--- src/rtl/mult_operand_feeder.sv ---
// Operand FIFO and result collector for the 10-stage sequential 8x8 multiplier.
// Tracks the multiplier stage locally so operands land exactly at stage 0 and products are taken at stage 9.
module mult_operand_feeder #(
  parameter int DEPTH = 4,
  parameter int CNT_W = 3
) (
  input  logic             clk,
  input  logic             rst,
  input  logic             in_valid,
  output logic             in_ready,
  input  logic [7:0]       in_a,
  input  logic [7:0]       in_b,
  output logic             mul_rst,
  output logic [7:0]       mul_in1,
  output logic [7:0]       mul_in2,
  input  logic [15:0]      mul_out,
  output logic             res_valid,
  input  logic             res_ready,
  output logic [15:0]      res_data,
  output logic [CNT_W-1:0] fifo_count
);
  localparam int AW = $clog2(DEPTH);

  logic             r_mul_rst;
  logic [3:0]       r_phase;
  logic             r_busy;
  logic             r_res_valid;
  logic [15:0]      r_res_data;
  logic [AW-1:0]    r_wptr;
  logic [AW-1:0]    r_rptr;
  logic [CNT_W-1:0] r_count;
  logic [15:0]      r_mem [DEPTH];

  logic        w_full;
  logic        w_push;
  logic        w_issue;
  logic        w_capture;
  logic        w_res_fire;
  logic [15:0] w_head;

  assign w_full     = (r_count == CNT_W'(DEPTH));
  assign w_push     = in_valid && !w_full;
  assign w_head     = r_mem[r_rptr];
  // Only issue when the result register will be free before this job's capture.
  assign w_issue    = (r_phase == 4'd0) && !r_mul_rst && (r_count != '0) &&
                      (!r_res_valid || res_ready);
  assign w_capture  = (r_phase == 4'd9) && r_busy;
  assign w_res_fire = r_res_valid && res_ready;

  always_ff @(posedge clk) begin
    if (w_push) r_mem[r_wptr] <= {in_a, in_b};
  end

  always_ff @(posedge clk or negedge rst) begin
    if (!rst) begin
      r_mul_rst   <= 1'b1;
      r_phase     <= 4'd0;
      r_busy      <= 1'b0;
      r_res_valid <= 1'b0;
      r_res_data  <= 16'd0;
      r_wptr      <= '0;
      r_rptr      <= '0;
      r_count     <= '0;
    end else begin
      r_mul_rst <= 1'b0;
      if (r_mul_rst || r_phase == 4'd9) r_phase <= 4'd0;
      else                              r_phase <= r_phase + 4'd1;
      if (w_push)  r_wptr <= r_wptr + 1'b1;
      if (w_issue) r_rptr <= r_rptr + 1'b1;
      if (w_push && !w_issue)      r_count <= r_count + 1'b1;
      else if (!w_push && w_issue) r_count <= r_count - 1'b1;
      if (w_issue)        r_busy <= 1'b1;
      else if (w_capture) r_busy <= 1'b0;
      if (w_res_fire) r_res_valid <= 1'b0;
      if (w_capture) begin
        r_res_valid <= 1'b1;
        r_res_data  <= mul_out;
      end
    end
  end

  assign in_ready   = !w_full;
  assign mul_rst    = r_mul_rst;
  assign mul_in1    = w_issue ? w_head[15:8] : 8'd0;
  assign mul_in2    = w_issue ? w_head[7:0]  : 8'd0;
  assign res_valid  = r_res_valid;
  assign res_data   = r_res_data;
  assign fifo_count = r_count;
endmodule

--- config.mk ---
export PLATFORM = sky130hd
export DESIGN_NAME = mult_operand_feeder
export DESIGN_NICKNAME = d
export VERILOG_FILES = /design/src/rtl/mult_operand_feeder.sv
export SDC_FILE = /design/constraint.sdc
export NUM_CORES = 1
export LEC_CHECK = 0
export CORE_ASPECT_RATIO = 0.75
export CORE_UTILIZATION = 30
export CTS_CLUSTER_DIAMETER = 120
export DETAILED_ROUTE_END_ITERATION = 7
export PLACE_DENSITY_LB_ADDON = 0.2
export SLEW_MARGIN = 40
export SYNTH_ARGS = -nofsm -noshare
export SYNTH_HDL_FRONTEND = slang
export SYNTH_SLANG_ARGS = --single-unit
--- constraint.sdc ---
create_clock -name clk -period 7.05 [get_ports clk]
set_clock_uncertainty 0.1 [all_clocks]
set_input_delay 1.41 -clock clk [delete_from_list [all_inputs] [get_ports clk]]
set_output_delay 1.41 -clock clk [all_outputs]
set_load 0.05 [all_outputs]
==> key figures <==
Outcome
  – Outcome: completed

Route
  – Routed wire length per instance: 15.60 microns
  – WL final: 7003 microns
  – Vias/cell: 4.356
  – TritonRoute pass-1 iters: 6
  – Vias: 1,956
  – ANT nets after route: 0
  – # DRC: 0
  – Starting DRC count in detailed routing: 67

Synth
  – EDFF count, synth: 64
  – Syn Area/Cell: 19.71 sq um
  – Ys async rst share: 31.91%
  – Yosys warns: 0
  – Syn_nets: 245
  – Top FF cell, synth: edfxtp_1
  – Cells after synthesis: 200
  – Post-synthesis sequential area ratio: 67.84%
  – Post-Syn Area: 3941 sq um
  – Number of synthesized register bits: 94
  – Distinct cells, synth: 39

Power and ir drop
  – Clock power share: 26.1%
  – Combinational Power Share: 29.5%
  – Power Density: 348.9 nW/um^2
  – Seq pwr share: 44.4%
  – Peak VDD IR: 133.6 uV
  – Power Internal: 1.223 mW
  – Leak: 1.866 nW
  – Net switching power: 551.3 uW
  – Sw Share: 31.06%

Floorplanning
  – Std-Cell Rows: 35
  – Die width: 134.4 microns
  – Starting Density: 31.47%
  – Core area: 12,520 sq um
  – Ports: 74
  – Die ar.: 13,610 sq um
  – Die H: 101.3 microns

Clocking
  – Clock root buffer: clkbuf_16
  – CTS clk-pin slew, worst paths: 0.06 ns
  – H-tree depth: 3
  – Clock sink total: 94
  – # hold bufs at CTS: 0
  – CTS Buffer Depth: 2
  – TritonCTS Buffers: 9
  – Post CTS Setup Buffer Count: 0
  – Number of gates resized after cts: 0
  – Worst skew pair latency: 0.33 ns
  – CTS tree: yes

Timing
  – RSZ-0062 raised after global routing: no
  – Final Slew Violations: 0
  – WHS: 0.4035 ns
  – Setup TNS: 0 ns
  – Final hold viol count: 0
  – Period utilization: 69.10%
  – Final min period: 4.872 ns
  – Final setup vio count: 0
  – Worst slew pin tran: 0.5890 ns
  – Slew HR: 60.74%
  – FMAX: 0.2053 GHz

Worst setup path
  – Critical path type: in -> out
  – Worst-path fanout max: 19
  – Crit start category: primary input
  – Crit path DAT: 3.36 ns
  – Critical path endpoint category: primary output
  – CP required: 5.54 ns

Finish
  – Post-layout nets: 324
  – Antenna cells: 0
  – Area delta synth->final: 29.08%
  – Share of cells above drive strength 1: 19.79%
  – Reg area: 2676 sq um
  – Filler instances: 1,173
  – Multi-input gate area: 1160 sq um

Global route
  – All-layer global routing usage: 11.34%
  – Grt ovf: 0
  – Top Usage Layer GRT: met2
  – Pin count of the biggest net entering global routing: 31
  – Initial antenna violation count: 0
  – Met2 GRT Util: 17.70%
  – Met3 usage: 3.754%
  – Global-route wire length before repair: 11,260 microns
  – Vias in the first global route: 1,994
  – M1 GR Usage: 14.64%

Place
  – PortBufs: 73
  – DP HPWL: 4510 microns
  – Final RePlAce weighted congestion: 0.6415

Hold path
  – HP Class: reg -> reg

Flow run
  – Max_cap viols: 0
[metrics by stage]
stage | setup WS, ns | utilization [%] | power, mW | area (sq um) | std cells
after floorplan | 3.000 | - | 1.182 | 3941 | 200
after global placement | 2.140 | 38.30 | 1.334 | 4797 | 434
after detailed placement | 2.128 | 38.35 | 1.341 | 4803 | 434
after CTS | 2.131 | 40.61 | 1.810 | 5086 | 449
after global routing | 2.043 | 40.62 | 1.866 | 5087 | 449
final | 2.178 | 40.62 | 1.775 | 5087 | 449
[cells in the mapped netlist (3+ instances only)]
| cell type | instances | area [sq um] |
|---|---|---|
| and2_1 | 4 | 25.02 |
| edfxtp_1 | 64 | 1922 |
| mux4_2 | 6 | 135.1 |
| ha_1 | 8 | 100.1 |
| xnor2_1 | 4 | 35.03 |
| nor2b_1 | 12 | 75.07 |
| dfrtp_1 | 29 | 725.7 |
| mux4_1 | 10 | 262.8 |
| nor2b_4 | 3 | 41.29 |
| mux2_4 | 9 | 135.1 |
| mux2_2 | 9 | 101.4 |
| inv_1 | 6 | 22.52 |
| nand2_1 | 3 | 11.26 |
[power by group through the flow]
stage          sequential [mW]  combinational [mW]  clock (mW)
6_report                 0.788               0.523       0.464
5_1_grt                  0.807               0.562       0.497
4_1_cts                  0.794               0.537       0.479
3_5_place_dp             0.805               0.535           0
3_3_place_gp             0.803               0.531           0
2_1_floorplan            0.792               0.390           0
[final timing paths]
path | start | to | slack [ns] | cells after the start
min reg2reg | res_data[1]$_DFFE_PN0P_ | res_data[1]$_DFFE_PN0P_ | 0.40 | 1
min in group asynchronous | rst | res_data[1]$_DFFE_PN0P_ | 1.36 | 2
max in group asynchronous | rst | mul_rst$_DFF_PN1_ | 5.16 | 2
max | res_ready | mul_in2[4] | 2.18 | 5
min | res_data[1]$_DFFE_PN0P_ | res_data[1]$_DFFE_PN0P_ | 0.40 | 1
max reg2reg | r_phase[0]$_DFF_PN0_ | fifo_count[1]$_DFFE_PN0P_ | 4.50 | 8
[cell type report]
type / count / area share, %
sequential: 94 / 52.61
multi-input combinational: 94 / 22.80
timing repair buffer: 74 / 14.51
clock buffer: 12 / 4.648
tap: 166 / 4.083
clock inverter: 3 / 0.9100
inverter: 6 / 0.4427
[worst max-delay path: stages]
cell,delay [ns]
clkdlybuf4s50_1,0.45
or2b_2,0.14
nand3_4,0.27
and2b_1,0.30
clkdlybuf4s50_1,0.79
[registers in the layout (all words and copies together) (netlist names)]
signal / cells
fifo_count: 3
mul_rst: 1
r_busy: 1
r_mem: 64
r_phase: 4
r_rptr: 2
r_wptr: 2
res_data: 16
res_valid: 1
[cell usage in the layout, fill, tap and decap left out, drive strengths merged, types with 4 or more instances in the layout]
cell and n:
edfxtp 64, and2 4, inv 6, nor2b 15, mux4 16, xnor2 4
clkbuf 12, clkdlybuf4s50 73, nand2 4, mux2 18, ha 8, dfrtp 29
[cells by family (layout without fill, tap and decap cells)]
| family | count (synthesis) | in the layout | share of synthesized area [%] |
|---|---|---|---|
| DFF | 94 | 94 | 67.84 |
| and+or+nand+nor | 38 | 38 | 7.746 |
| muxes | 34 | 34 | 16.10 |
| buffers and inverters | 12 | 95 | 2.857 |
| adders and majority gates | 9 | 9 | 3.048 |
| AOI/OAI and AO/OA | 6 | 6 | 0.9842 |
| xor gates and xnor gates | 6 | 6 | 1.333 |
| other | 1 | 1 | 0.09515 |
[routing by layer]
metal  vias up  wire, microns
li1        914              -
met1      1001           3225
met2        33           3400
met3         8            272
met4         0            105
met5         -              0
No activity file was read; power rests on OpenSTA's default activity.
